### config.mk
export PLATFORM = sky130hd
export DESIGN_NAME = int_ctrl_flat
export DESIGN_NICKNAME = d
export VERILOG_FILES = /design/src/rtl/int_ctrl_pkg.sv /design/src/rtl/int_ctrl_if.sv /design/src/rtl/int_ctrl_prio_enc.sv /design/src/rtl/int_ctrl.sv /design/src/flat_wrapper.sv
export SDC_FILE = /design/constraint.sdc
export NUM_CORES = 1
export LEC_CHECK = 0
export BUFFER_PORTS_ARGS = -buffer_cell sky130_fd_sc_hd__buf_2
export CORE_UTILIZATION = 50
export CTS_BUF_LIST = sky130_fd_sc_hd__clkbuf_8
export CTS_CLUSTER_DIAMETER = 40
export CTS_CLUSTER_SIZE = 8
export DETAILED_ROUTE_END_ITERATION = 6
export HOLD_SLACK_MARGIN = 0.1
export PLACE_DENSITY = 0.93
export SLEW_MARGIN = 20
export SYNTH_ARGS = -nofsm -noshare
export SYNTH_HDL_FRONTEND = slang
export SYNTH_SLANG_ARGS = --single-unit
### constraint.sdc
create_clock -name clk -period 4.9 [get_ports clk]
set_input_delay 0.735 -clock clk [delete_from_list [all_inputs] [get_ports clk]]
set_output_delay 0.735 -clock clk [all_outputs]
set_load 0.005 [all_outputs]
### src/rtl/int_ctrl_pkg.sv
// Shared types and constants for the vectored interrupt controller.
// Used by int_ctrl, prio_enc and int_ctrl_if.
package int_ctrl_pkg;

    localparam int IC_VEC_W = 3;
    localparam logic [31:0] IC_VEC_BASE = 32'h0000_0100;
    localparam logic [31:0] IC_VEC_STRIDE = 32'h0000_0008;

    typedef enum logic [1:0] {
        IC_IDLE,
        IC_REQ,
        IC_BUSY
    } ic_state_e;

    function automatic logic [31:0] ic_vec_addr(
        input logic [31:0] base,
        input logic [31:0] stride,
        input logic [IC_VEC_W-1:0] vec
    );
        return base + 32'(vec) * stride;
    endfunction

endpackage

### src/rtl/int_ctrl_if.sv
// Bundle between the interrupt pins / cp0 side and int_ctrl.
// master = cp0/pin side, slave = the controller.
interface int_ctrl_if
    import int_ctrl_pkg::*;
#(
    parameter int NUM_SRC = 8
);
    logic [NUM_SRC-1:0]  hw_int;
    logic                mask_we;
    logic [NUM_SRC-1:0]  mask_wdata;
    logic                take;
    logic                eret;
    logic                int_req;
    logic [IC_VEC_W-1:0] int_vec;
    logic [31:0]         int_addr;
    logic [NUM_SRC-1:0]  mask;
    logic [NUM_SRC-1:0]  in_service;
    logic [NUM_SRC-1:0]  pending;

    modport master (
        output hw_int, mask_we, mask_wdata, take, eret,
        input  int_req, int_vec, int_addr, mask, in_service, pending
    );

    modport slave (
        input  hw_int, mask_we, mask_wdata, take, eret,
        output int_req, int_vec, int_addr, mask, in_service, pending
    );
endinterface

### src/rtl/int_ctrl_prio_enc.sv
// Lowest-index-first priority encoder: valid bit plus winning index.
module prio_enc
    import int_ctrl_pkg::*;
#(
    parameter int W = 8
) (
    input  logic [W-1:0]        req_i,
    output logic                valid_o,
    output logic [IC_VEC_W-1:0] idx_o
);

    always_comb begin
        valid_o = |req_i;
        idx_o   = '0;
        for (int i = W - 1; i >= 0; i--) begin
            if (req_i[i]) begin
                idx_o = IC_VEC_W'(i);
            end
        end
    end

endmodule

### src/rtl/int_ctrl.sv
// Vectored interrupt controller: edge latch, mask, fixed priority, in-service.
// Define INT_CTRL_NEST_EN to let higher-priority sources preempt a handler.
module int_ctrl
    import int_ctrl_pkg::*;
#(
    parameter int          NUM_SRC    = 8,
    parameter logic [31:0] VEC_BASE   = IC_VEC_BASE,
    parameter logic [31:0] VEC_STRIDE = IC_VEC_STRIDE
) (
    input logic        clk,
    input logic        clr_n,
    int_ctrl_if.slave  bus
);

    logic [NUM_SRC-1:0]  hw_prev_q;
    logic [NUM_SRC-1:0]  pending_q, pending_d;
    logic [NUM_SRC-1:0]  mask_q, mask_d;
    logic [NUM_SRC-1:0]  isv_q, isv_d;
    logic                int_req_q, int_req_d;
    logic [IC_VEC_W-1:0] int_vec_q, int_vec_d;
    logic [31:0]         int_addr_q, int_addr_d;
    ic_state_e           state_q, state_d;

    logic [NUM_SRC-1:0]  cand, eligible, rise, take_oh, eret_oh;
    logic                elig_v, isv_v, take_ok, eret_ok;
    logic [IC_VEC_W-1:0] elig_idx, isv_idx;

    prio_enc #(.W(NUM_SRC)) u_elig_enc (
        .req_i   (eligible),
        .valid_o (elig_v),
        .idx_o   (elig_idx)
    );

    prio_enc #(.W(NUM_SRC)) u_isv_enc (
        .req_i   (isv_q),
        .valid_o (isv_v),
        .idx_o   (isv_idx)
    );

    assign cand = pending_q & mask_q;

`ifdef INT_CTRL_NEST_EN
    logic [NUM_SRC-1:0] above;
    // Only sources strictly above the active service level may preempt.
    assign above = (NUM_SRC'(1) << isv_idx) - NUM_SRC'(1);
    assign eligible = isv_v ? (cand & above) : cand;
`else
    assign eligible = isv_v ? '0 : cand;
`endif

    always_comb begin
        rise    = bus.hw_int & ~hw_prev_q;
        take_ok = bus.take & int_req_q;
        eret_ok = bus.eret & isv_v;
        eret_oh = eret_ok ? (NUM_SRC'(1) << isv_idx) : '0;
        take_oh = take_ok ? (NUM_SRC'(1) << int_vec_q) : '0;
        // Eret retires first; a same-cycle rise re-arms the taken source.
        isv_d     = (isv_q & ~eret_oh) | take_oh;
        pending_d = (pending_q & ~take_oh) | rise;
        mask_d    = bus.mask_we ? bus.mask_wdata : mask_q;
    end

    always_comb begin
        state_d = state_q;
        unique case (state_q)
            IC_IDLE: begin
                if (elig_v) state_d = IC_REQ;
            end
            IC_REQ: begin
                if (!elig_v) state_d = isv_v ? IC_BUSY : IC_IDLE;
            end
            IC_BUSY: begin
                if (elig_v) state_d = IC_REQ;
                else if (!isv_v) state_d = IC_IDLE;
            end
            default: state_d = IC_IDLE;
        endcase
        int_req_d  = (state_d == IC_REQ);
        int_vec_d  = elig_v ? elig_idx : int_vec_q;
        int_addr_d = ic_vec_addr(VEC_BASE, VEC_STRIDE, int_vec_d);
    end

    always_ff @(posedge clk) begin
        if (!clr_n) begin
            hw_prev_q  <= '0;
            pending_q  <= '0;
            mask_q     <= '1;
            isv_q      <= '0;
            int_req_q  <= 1'b0;
            int_vec_q  <= '0;
            int_addr_q <= VEC_BASE;
            state_q    <= IC_IDLE;
        end else begin
            hw_prev_q  <= bus.hw_int;
            pending_q  <= pending_d;
            mask_q     <= mask_d;
            isv_q      <= isv_d;
            int_req_q  <= int_req_d;
            int_vec_q  <= int_vec_d;
            int_addr_q <= int_addr_d;
            state_q    <= state_d;
        end
    end

    assign bus.int_req    = int_req_q;
    assign bus.int_vec    = int_vec_q;
    assign bus.int_addr   = int_addr_q;
    assign bus.mask       = mask_q;
    assign bus.in_service = isv_q;
    assign bus.pending    = pending_q;

endmodule

### src/flat_wrapper.sv
// flat-port wrapper written by rule: the top's interface ports become plain ports
module int_ctrl_flat import int_ctrl_pkg::*;
#(
    parameter int          NUM_SRC    = 8,
    parameter logic [31:0] VEC_BASE   = IC_VEC_BASE,
    parameter logic [31:0] VEC_STRIDE = IC_VEC_STRIDE
)
  (clk, clr_n, bus_hw_int, bus_mask_we, bus_mask_wdata, bus_take, bus_eret, bus_int_req, bus_int_vec, bus_int_addr, bus_mask, bus_in_service, bus_pending);
  int_ctrl_if #(.NUM_SRC(NUM_SRC)) bus_i ();
  input logic clk;
  input logic clr_n;
  input wire logic [$bits(bus_i.hw_int)-1:0] bus_hw_int;
  input wire logic [$bits(bus_i.mask_we)-1:0] bus_mask_we;
  input wire logic [$bits(bus_i.mask_wdata)-1:0] bus_mask_wdata;
  input wire logic [$bits(bus_i.take)-1:0] bus_take;
  input wire logic [$bits(bus_i.eret)-1:0] bus_eret;
  output wire logic [$bits(bus_i.int_req)-1:0] bus_int_req;
  output wire logic [$bits(bus_i.int_vec)-1:0] bus_int_vec;
  output wire logic [$bits(bus_i.int_addr)-1:0] bus_int_addr;
  output wire logic [$bits(bus_i.mask)-1:0] bus_mask;
  output wire logic [$bits(bus_i.in_service)-1:0] bus_in_service;
  output wire logic [$bits(bus_i.pending)-1:0] bus_pending;
  assign bus_i.hw_int = bus_hw_int;
  assign bus_i.mask_we = bus_mask_we;
  assign bus_i.mask_wdata = bus_mask_wdata;
  assign bus_i.take = bus_take;
  assign bus_i.eret = bus_eret;
  assign bus_int_req = bus_i.int_req;
  assign bus_int_vec = bus_i.int_vec;
  assign bus_int_addr = bus_i.int_addr;
  assign bus_mask = bus_i.mask;
  assign bus_in_service = bus_i.in_service;
  assign bus_pending = bus_i.pending;
  int_ctrl #(.NUM_SRC(NUM_SRC), .VEC_BASE(VEC_BASE), .VEC_STRIDE(VEC_STRIDE)) u_core (.clk(clk), .clr_n(clr_n), .bus(bus_i));
endmodule
==> metrics.cfg, run 1 <==
[run_status]
status = complete, no violations

[critical_path]
path_delay_family = simple AND/OR/NAND/NOR gates
regToRegSetupSlack_ns = 2.92
required_ns = 5.10
critPathArrivalTime_ns = 2.17
worst-path-max-fanout = 7
endpoint_kind = flip-flop
critPathLaunchType = flip-flop
cp_slowest_cell = or4_4
worstPathCellList = or4_4 > or3_1 > or2_4 > o31ai_1
crit_type = reg2reg
critPathMaxStageDelay_ns = 0.55
crit_buf_inv = 0

[timing]
min_period_over_period_pct = 40.3
drv_slew = 0
setup_violations = 0
tns_ns = 0
fmax_ghz = 0.506
tightest_slew_ns = 0.523
post-route-min-period_ns = 1.98
final-hold-violation-count = 0
slew_headroom_pct = 65.2
worst_clock_skew_ns = 0.00488
rsz0062_at_grt = no

[drt]
num_vias = 1394
drt_pass1_iterations = 4
post_drt_wl_per_cell_um = 11.5
routed_wl_mm = 3.28
drt_iter0_drc = 30
route.detailed.drc = 0
ant_nets = 0
vias_per_cell = 4.91

[power]
switching_share_pct = 26.2
p_leak_nw = 0.963
power_frac_comb_pct = 15.2
pwr_density_cell_nw_per_um2 = 338
internal_power_uw = 494
clkPwrFrac_pct = 32.0
peakVddDrop_mv = 0.232
seqPwrFrac_pct = 52.8
switching_power_uw = 176

[yosys]
netlist_area_um2 = 1740
synth_cells = 190
syn_area_per_cell_um2 = 9.15
ys.flop_type = dfxtp_1
synth_top_area_share_pct = 43.8
ys_seq_elements = 38
netlist_top_cells_area = dfxtp_1, buf_4, nor2b_1
ys_warn_count = 0
yosysSeqAreaShare_pct = 43.8
synth-async-reset-ratio_pct = 0
ys_types = 34
yosysTopAreaCell = dfxtp_1
synth_enable_flop_cells = 0

[global_route]
grt_max_degree = 39
busiest_layer = met2
antenna_found_initial = 0
grtUsageMet3_pct = 7.89
grt_pass1_vias = 1174
grt_pass1_wl_mm = 5.25
overflow = 0
grt_use_met1_pct = 23.0
gr-usage-met2_pct = 32.5
grt_util_all_layers_pct = 19.9

[flow_run]
maxCapViolations = 0

[clock_network]
clock_latency_ns = 0.29
cts.path.max_buffers = 2
holdBufCountCts = 0
clock-sinks = 38
postCtsSetupBuffers = 0
root_buffer = clkbuf_8
cts_tree = built
h-tree-depth = 2
cts_resized = 0
cts_inserted_buffers = 5
clk_pin_slew_ns = 0.07

[floorplanning]
dieArea_um2 = 3720
pin_count = 81
start_util_pct = 52.1
core_um2 = 3340
rows = 21
die_h_um = 61.0
die_w_um = 61.0

[place]
placed_cells = 276
io_buffer_count = 51
place_hpwl_mm = 2.48
place_congestion = 0.775

[finish]
ff_latch_area_um2 = 761
multiInputGateArea_um2 = 815
fin_cells = 284
n_fill_cell = 317
areaGrowthSynthToFinish_pct = 13.9
drive_gt1_share_pct = 26.5
final_nets = 258
insertedDiodeCount = 0

[worst_hold_path]
hold_class = reg2reg

[flip-flops by register name (all words and copies together), names as in the netlist]
signal and count:
u_core.bus.int_vec 3, u_core.bus.mask 8, u_core.hw_prev_q 8, u_core.bus.in_service 8
u_core.bus.int_req 1, u_core.bus.pending 8, u_core.state_q 2
[power by group through the flow]
stage	clock, mW	combinational, mW	sequential (mW)
floorplan	0	0.0863	0.356
global placement	0	0.0984	0.358
detailed placement	0	0.101	0.360
CTS	0.220	0.102	0.353
global route	0.232	0.118	0.356
finish	0.214	0.102	0.353
[per-stage QoR]
stage | area, um^2 | hold WS (ns) | setup WS (ns) | total power, mW | util (%)
after floorplan | 1840 | 0.475 | 3.03 | 0.443 | -
after global placement | 1890 | 0.484 | 3.01 | 0.457 | 56.6
after detailed placement | 1890 | 0.486 | 2.95 | 0.461 | 56.6
after CTS | 1980 | 0.496 | 2.91 | 0.675 | 59.3
after global routing | 1980 | 0.539 | 2.84 | 0.707 | 59.3
final | 1980 | 0.497 | 2.92 | 0.670 | 59.3
[cell usage in the layout (no fill, tap or decap), types with 4 or more instances in the layout]
master     n
nand2_1   23
a21oi_1    8
dfxtp_1   38
conb_1    29
nand3_1    4
clkbuf_8   6
a21boi_0   9
and2_1     9
mux2i_1    8
nor2b_1   18
buf_2     51
[worst reg2reg max path: stages (launching register included)]
cell     delay, ns
dfxtp_1       0.33
or4_4         0.55
or3_1         0.46
or2_4         0.30
o31ai_1       0.25
[logic make-up (layout without fill, tap and decap cells)]
group	count (synthesis)	in the layout	share of synthesized area, %
compound gates	34	34	13.8
xor+xnor	1	1	0.504
buf+inv	38	59	15.2
flops	38	38	43.8
mux	8	8	4.61
other cells	2	29	0.432
simple gates	69	69	21.7
[cell usage after synthesis (all sizes together), types with 2 or more instances]
cell type and n:
nor2b 18, clkbuf 5, a21boi 9, dfxtp 38, o21ai 3, nand2b 2, nand2 23, a22oi 3
o31ai 3, and2 9, nand3 4, mux2i 8, or2 2, nor2 3, conb 2, and3 2
a21oi 8, o41ai 2, buf 33, or3 2
[routing by layer]
layer / up-vias / routed length, um
met5: - / 0
met4: 0 / 74
met3: 9 / 275
met2: 67 / 1530
met1: 636 / 1400
li1: 682 / -
[final cells by class]
| cell class | instances | share of cell area, % |
|---|---|---|
| Timing Repair Buffer | 51 | 12.9 |
| Multi-Input combinational cell | 141 | 41.2 |
| Tap cell | 46 | 2.91 |
| Clock buffer | 6 | 4.17 |
| Clock inverter | 2 | 0.442 |
| Sequential cell | 38 | 38.4 |
[final timing paths]
check	start	endpoint	cells after the start
hold reg to reg	u_core.bus.in_service[7]$_SDFF_PN0_	u_core.bus.in_service[7]$_SDFF_PN0_	2
hold / removal	u_core.bus.in_service[7]$_SDFF_PN0_	u_core.bus.in_service[7]$_SDFF_PN0_	2
setup reg to reg	u_core.bus.in_service[1]$_SDFF_PN0_	u_core.bus.int_vec[0]$_SDFFE_PN0P_	4
setup / recovery	u_core.bus.in_service[1]$_SDFF_PN0_	u_core.bus.int_vec[0]$_SDFFE_PN0P_	4
Note: power is estimated with default switching activity, not from simulation.
==> run 2, diff against run 1 <==
--- a/config.mk
+++ b/config.mk
@@ -5,14 +5,15 @@
 export SDC_FILE = /design/constraint.sdc
 export NUM_CORES = 1
 export LEC_CHECK = 0
+export ABC_AREA = 1
 export BUFFER_PORTS_ARGS = -buffer_cell sky130_fd_sc_hd__buf_2
-export CORE_UTILIZATION = 50
+export CORE_UTILIZATION = 44
 export CTS_BUF_LIST = sky130_fd_sc_hd__clkbuf_8
 export CTS_CLUSTER_DIAMETER = 40
 export CTS_CLUSTER_SIZE = 8
 export DETAILED_ROUTE_END_ITERATION = 6
 export HOLD_SLACK_MARGIN = 0.1
-export PLACE_DENSITY = 0.93
+export PLACE_DENSITY = 0.86
 export SLEW_MARGIN = 20
 export SYNTH_ARGS = -nofsm -noshare
 export SYNTH_HDL_FRONTEND = slang
==> constraint.sdc (replaced) <==
create_clock -name clk -period 1.7 [get_ports clk]
set_input_delay 0.255 -clock clk [delete_from_list [all_inputs] [get_ports clk]]
set_output_delay 0.255 -clock clk [all_outputs]
set_load 0.005 [all_outputs]
==> run 2 against run 1 <==
Compared with the run above:
- setup slack worse by 2.6 ns
- critical path depth grew 5
- global-route usage shrank 3.3 points
- clock-buffer cell count unchanged
- sequential power increased to 2.9 times the previous value
- power grew to 3.2 times the previous value
- core utilization decreased by 7.4 points
- cell area up 5.0%
- non-clock buffer count is 2 higher
==> metrics.cfg, run 2 <==
[global_route]
overflow = 0  ; unchanged
antenna_found_initial = 0  ; unchanged
grt_max_degree = 20  ; -49%
grt_pass1_vias = 1326  ; +13%
grt_util_all_layers_pct = 16.6  ; -3.3 points
grt_pass1_wl_mm = 5.43  ; +3.4%

[yosys]
ys.flop_type = dfxtp_1
synth_enable_flop_cells = 0  ; unchanged
synth_top_area_share_pct = 41.5  ; -2.3 points
ys_warn_count = 0  ; unchanged
synth.most_common_cell = nand2_1
yosysSeqAreaShare_pct = 41.5  ; -2.3 points
synth_cells = 254  ; +34%
ys_types = 25  ; -26%
ys_seq_elements = 38  ; unchanged
netlist_top_cells_area = dfxtp_1, nand2_1, buf_4
syn_area_per_cell_um2 = 7.22  ; -21%
netlist_area_um2 = 1830  ; +5.5%
yosysTopAreaCell = dfxtp_1
synth-async-reset-ratio_pct = 0  ; unchanged
ys_top_cells_by_count = nand2_1, dfxtp_1, buf_4, inv_1, nand3_1

[place]
place_congestion = 0.889  ; +15%
dp_slack_ns = 0.319  ; -2.63 ns
place_hpwl_mm = 2.64  ; +6.5%
post_dp_cell_area_um2 = 1990  ; +5.2%
io_buffer_count = 51  ; unchanged
placed_cells = 347  ; +26%

[drt]
ant_nets = 0  ; unchanged
num_vias = 1544  ; +11%
post_drt_wl_per_cell_um = 9.21  ; -20%
drt_iter0_drc = 47  ; +57%
route.detailed.drc = 0  ; unchanged
drt_pass1_iterations = 6  ; +2
vias_per_cell = 4.35  ; -11%
routed_wl_mm = 3.27  ; -0.34%

[finish]
final_nets = 325  ; +26%
areaGrowthSynthToFinish_pct = 13.4
fin_area_um2 = 2080  ; +5.0%
fin_cells = 355  ; +25%
drive_gt1_share_pct = 23.6  ; -2.9 points
post-route-util_pct = 52.0  ; -7.4 points
insertedDiodeCount = 0  ; unchanged
layout_commonest_cell = nand2_1
most-common-layout-cells = nand2_1, buf_2, dfxtp_1

[timing]
whs_ns = 0.156  ; -0.341 ns
worst_clock_skew_ns = 0.00469  ; -0.000198 ns
setup_violations = 0  ; unchanged
fmax_ghz = 0.728  ; +44%
layout_setup_ws_ns = 0.326  ; -2.60 ns
final-hold-violation-count = 0  ; unchanged
tns_ns = 0  ; unchanged
post-route-min-period_ns = 1.37  ; -0.603 ns
min_period_over_period_pct = 80.8  ; +40 points
drv_slew = 0  ; unchanged
rsz0062_at_grt = no

[power]
p_leak_nw = 1.14  ; +19%
power_mw = 2.13  ; +220%
peakVddDrop_mv = 0.592  ; +160%
pwr_density_cell_nw_per_um2 = 1020  ; +200%

[floorplanning]
die_w_um = 66.5  ; +9.2%
rows = 23  ; +9.5%
pin_count = 81  ; unchanged
core_um2 = 4000  ; +20%
dieArea_um2 = 4430  ; +19%
start_util_pct = 45.8  ; -6.3 points
die_h_um = 66.5  ; +9.2%

[critical_path]
required_ns = 1.92  ; -3.18 ns
regToRegSetupSlack_ns = 0.33  ; -2.60 ns
rr_worst_depth = 9  ; +5
r2r_end = u_core.bus.int_vec[1]$_SDFFE_PN0P_
cp_slowest_cell = dfxtp_1
critPathArrivalTime_ns = 1.59  ; -0.58 ns
critPathLaunchType = flip-flop
critPathMaxStageDelay_ns = 0.40  ; -0.15 ns
worstPathCellList = nor2_2 > nand2_2 > nor2_2 > buf_4 > nand2_2 > nand2_2 > nor2_4 > nand2_1 > a21oi_2
cpMostUsedCell = nand2_2
crit_type = reg2reg
r2r-start = u_core.bus.in_service[2]$_SDFF_PN0_
endpoint_kind = flip-flop
worst-path-max-fanout = 10  ; +3

[clock_network]
clock_latency_ns = 0.29  ; about the same
h-tree-depth = 2  ; unchanged
clock-sinks = 38  ; unchanged
clk_pin_slew_ns = 0.07  ; about the same
holdBufCountCts = 0  ; unchanged
root_buffer = clkbuf_8
cts_tree = built
cts_inserted_buffers = 5  ; unchanged
postCtsSetupBuffers = 0  ; unchanged
cts.path.max_buffers = 2  ; unchanged
cts_resized = 0  ; unchanged

[worst_hold_path]
whs_path_depth = 3  ; +1
hold_class = in2reg
min_to = u_core.hw_prev_q[1]$_SDFF_PN0_
worstHoldStart = bus_hw_int[1]

[flow_run]
maxCapViolations = 0  ; unchanged

[run_status]
status = complete, no violations

run 2: cell count changes in the layout (fill, tap and decap cells not counted), moves of 8 or more:
cell      previous run  this run
and2_1               9         0
nor2_1               3        12
a21boi_0             9         0
mux2i_1              8         0
nand3_1              4        19
nor2b_1             18         1
o21ai_0              3        12
inv_1                1        30
nand2_1             23        77
run 2: layout make-up:
type	count	area [um^2]
flip-flops and latches	38	761
multi-input cells	176	781
fillers	405	1920
clock inverters	2	8.76
inverters	30	113
repair buffers	53	270
well taps	50	62.6
clock buffers	6	82.6
run 2: metal layers:
metal	up-vias	GRT usage, %	wire [um]
met5	-	0	0
met4	0	7.18	59
met3	5	5.48	186
met2	53	27.9	1510
met1	667	18.8	1510
li1	819	-	-
run 2: worst max path at each step:
stage	cells after the start	end	from	slack, ns
floorplan	7	u_core.bus.in_service[7]$_SDFF_PN0_	u_core.bus.in_service[3]$_SDFF_PN0_	0.45
global placement	9	u_core.bus.int_vec[0]$_SDFFE_PN0P_	u_core.bus.in_service[0]$_SDFF_PN0_	0.37
detailed placement	9	u_core.bus.int_vec[1]$_SDFFE_PN0P_	u_core.bus.in_service[2]$_SDFF_PN0_	0.32
CTS	9	u_core.bus.int_vec[1]$_SDFFE_PN0P_	u_core.bus.in_service[2]$_SDFF_PN0_	0.30
global route	7	u_core.bus.in_service[7]$_SDFF_PN0_	u_core.bus.in_service[3]$_SDFF_PN0_	0.18
finish	9	u_core.bus.int_vec[1]$_SDFFE_PN0P_	u_core.bus.in_service[2]$_SDFF_PN0_	0.33
run 2: cell families (layout without fill, tap and decap cells):
family / Yosys count / after routing / synth area share, %
buf+inv: 67 / 91 / 21.4
flops: 38 / 38 / 41.5
other cells: 2 / 29 / 0.410
simple gates: 122 / 122 / 28.7
compound gates: 25 / 25 / 7.99
run 2: power breakdown:
| part | switching, mW | internal [mW] | total [mW] |
|---|---|---|---|
| sequential | 0.0701 | 0.973 | 1.04 |
| clock | 0.286 | 0.320 | 0.606 |
| combinational | 0.284 | 0.194 | 0.478 |
run 2: worst max-delay path: cells and delay by family, from the launching register on:
family / cells / cell delay, ns
buffers and inverters: 1 / 0.17
flip-flops: 1 / 0.40
AND/OR/NAND/NOR: 7 / 0.59
AO/OA/AOI/OAI: 1 / 0.14
==> run 3, diff against run 2 <==
--- a/config.mk
+++ b/config.mk
@@ -7,13 +7,13 @@
 export LEC_CHECK = 0
 export ABC_AREA = 1
 export BUFFER_PORTS_ARGS = -buffer_cell sky130_fd_sc_hd__buf_2
-export CORE_UTILIZATION = 44
+export CORE_UTILIZATION = 49
 export CTS_BUF_LIST = sky130_fd_sc_hd__clkbuf_8
 export CTS_CLUSTER_DIAMETER = 40
 export CTS_CLUSTER_SIZE = 8
 export DETAILED_ROUTE_END_ITERATION = 6
 export HOLD_SLACK_MARGIN = 0.1
-export PLACE_DENSITY = 0.86
+export PLACE_DENSITY = 0.9
 export SLEW_MARGIN = 20
 export SYNTH_ARGS = -nofsm -noshare
 export SYNTH_HDL_FRONTEND = slang
==> constraint.sdc (replaced) <==
create_clock -name clk -period 1.35 [get_ports clk]
set_input_delay 0.2025 -clock clk [delete_from_list [all_inputs] [get_ports clk]]
set_output_delay 0.2025 -clock clk [all_outputs]
set_load 0.005 [all_outputs]
==> run 3 against run 2 <==
Compared with the run above:
- maximum frequency increased by 4.8%
- sequential share of layout area decreased by 2.1 points
- clock-buffer cell count decreased by 1
- sequential power increased by 26%
- combinational power increased by 52%
- power increased by 38%
==> metrics.cfg, run 3 (same netlist as run 2, synthesis figures left out) <==
[drt]
routed_wl_mm = 3.65  ; +12%
route.detailed.drc = 0  ; unchanged
drt_iter0_drc = 48  ; +2.1%
ant_nets = 0  ; unchanged
drt_pass1_iterations = 4  ; -2
post_drt_wl_per_cell_um = 10.1  ; +10%
num_vias = 1639  ; +6.2%
vias_per_cell = 4.55  ; +4.7%

[floorplanning]
start_util_pct = 52.8  ; +7.0 points
die_h_um = 63.2  ; -5.1%
core_um2 = 3470  ; -13%
die_w_um = 63.2  ; -5.1%
pin_count = 81  ; unchanged
rows = 21  ; -8.7%
dieArea_um2 = 3990  ; -9.9%

[power]
p_leak_nw = 1.22  ; +7.0%
peakVddDrop_mv = 0.792  ; +34%
pwr_density_cell_nw_per_um2 = 1320  ; +29%
power_mw = 2.94  ; +38%

[place]
post_dp_cell_area_um2 = 2040  ; +2.6%
io_buffer_count = 51  ; unchanged
place_congestion = 0.850  ; -4.4%
place_hpwl_mm = 2.82  ; +6.6%

[finish]
fin_area_um2 = 2230  ; +7.4%
multiInputGateArea_um2 = 835  ; +6.9%
final_nets = 334  ; +2.8%
drive_gt1_share_pct = 30.9  ; +7.3 points
most-common-layout-cells = nand2_1, buf_2, inv_1
insertedDiodeCount = 0  ; unchanged
ff_latch_area_um2 = 771  ; +1.3%
layout_commonest_cell = nand2_1
n_fill_cell = 305  ; -25%
areaGrowthSynthToFinish_pct = 21.8

[critical_path]
r2r-start = u_core.bus.in_service[1]$_SDFF_PN0_
endpoint_kind = flip-flop
r2r_end = u_core.bus.int_vec[1]$_SDFFE_PN0P_
critPathLaunchType = flip-flop
crit_type = reg2reg
worst-path-max-fanout = 9  ; -1
required_ns = 1.56  ; -0.36 ns
rr_worst_depth = 9  ; unchanged
critPathArrivalTime_ns = 1.53  ; -0.06 ns
regToRegSetupSlack_ns = 0.04  ; -0.29 ns

[global_route]
grt_max_degree = 21  ; +5.0%
antenna_found_initial = 0  ; unchanged
grt_util_all_layers_pct = 18.9  ; +2.3 points
grt_pass1_vias = 1451  ; +9.4%
overflow = 0  ; unchanged
grt_pass1_wl_mm = 5.93  ; +9.2%

[clock_network]
root_buffer = clkbuf_8
cts.path.max_buffers = 2  ; unchanged
h-tree-depth = 2  ; unchanged
cts_tree = built
clock-sinks = 38  ; unchanged
clk_pin_slew_ns = 0.07  ; about the same
cts_inserted_buffers = 5  ; unchanged
clock_latency_ns = 0.28  ; about the same
holdBufCountCts = 0  ; unchanged

[timing]
final-hold-violation-count = 0  ; unchanged
fmax_ghz = 0.763  ; +4.8%
tns_ns = 0  ; unchanged
post-route-min-period_ns = 1.31  ; -0.0624 ns
setup_violations = 0  ; unchanged
worst_clock_skew_ns = 0.00155  ; -0.00313 ns
rsz0062_at_grt = yes
whs_ns = 0.115  ; -0.0414 ns
min_period_over_period_pct = 97.1  ; +16 points
drv_slew = 0  ; unchanged

[run_status]
status = complete, no violations

[flow_run]
maxCapViolations = 0  ; unchanged

[worst_hold_path]
worstHoldStart = bus_hw_int[1]
min_to = u_core.hw_prev_q[1]$_SDFF_PN0_
hold_class = in2reg
whs_path_depth = 3  ; unchanged

[run 3: cell count changes in the layout (fill, tap and decap cells not counted), moves of 2 or more]
| cell | delta |
|---|---|
| buf_4 | +8 |
| dfxtp_1 | -8 |
| dfxtp_2 | +8 |
| nand2_1 | -4 |
| nand2_2 | +4 |
| nor2_1 | -2 |
| nor2_2 | -2 |
| nor2_4 | +4 |
[run 3: worst max-delay path, stage by stage, from the launching register on]
cell     delay (ns)
dfxtp_2        0.35
nor2_4         0.05
nand2_2        0.12
nor2_4         0.06
buf_12         0.14
o21ai_4        0.07
nand2_4        0.08
nor2_4         0.17
nand2_2        0.08
a21oi_2        0.13
[run 3: layout make-up]
cell class | instances | share of cell area [%]
multi-input combinational | 176 | 37.4
sequential | 38 | 34.5
timing repair buffer | 62 | 15.7
inverter | 30 | 5.04
clock buffer | 5 | 3.08
tap | 46 | 2.58
clock inverter | 3 | 1.68
[run 3: how the worst max path moves through the flow]
stage                                        start                             endpoint  slack [ns]  cells past startpoint
6_report       u_core.bus.in_service[1]$_SDFF_PN0_   u_core.bus.int_vec[1]$_SDFFE_PN0P_        0.04                      9
5_1_grt        u_core.bus.in_service[7]$_SDFF_PN0_   u_core.bus.int_vec[0]$_SDFFE_PN0P_       -0.04                     10
4_1_cts        u_core.bus.in_service[3]$_SDFF_PN0_   u_core.bus.int_vec[0]$_SDFFE_PN0P_      -0.001                      9
3_5_place_dp   u_core.bus.in_service[3]$_SDFF_PN0_   u_core.bus.int_vec[0]$_SDFFE_PN0P_       -0.03                      9
3_3_place_gp   u_core.bus.in_service[1]$_SDFF_PN0_   u_core.bus.int_vec[0]$_SDFFE_PN0P_        0.05                      9
2_1_floorplan  u_core.bus.in_service[3]$_SDFF_PN0_  u_core.bus.in_service[7]$_SDFF_PN0_        0.10                      7
[run 3: report_power, final]
part           switching (mW)  internal (mW)
clock network           0.365          0.537
logic                   0.405          0.320
registers              0.0876           1.23
total                   0.858           2.08
[run 3: stage by stage]
| stage | util (%) | cells | setup WS (ns) |
|---|---|---|---|
| after floorplan | - | 281 | 0.101 |
| after global placement | 58.8 | 349 | 0.0538 |
| after detailed placement | 58.8 | 349 | -0.0302 |
| after CTS | 62.2 | 357 | -0.00118 |
| after global routing | 64.4 | 360 | -0.0438 |
| final | 64.4 | 360 | 0.0386 |
[run 3: timing repair]
action,4_1_cts,5_1_grt
endpoints found under the setup margin,2,8
cloned,0,0
setup buffers,0,3
pin swaps,0,4
gates resized for setup,3,20
[run 3: per-layer routing]
layer	routed length [um]	global-route usage, %
met1	1510	21.9
met2	1900	32.9
met3	190	4.71
met4	42	7.56
met5	0	0
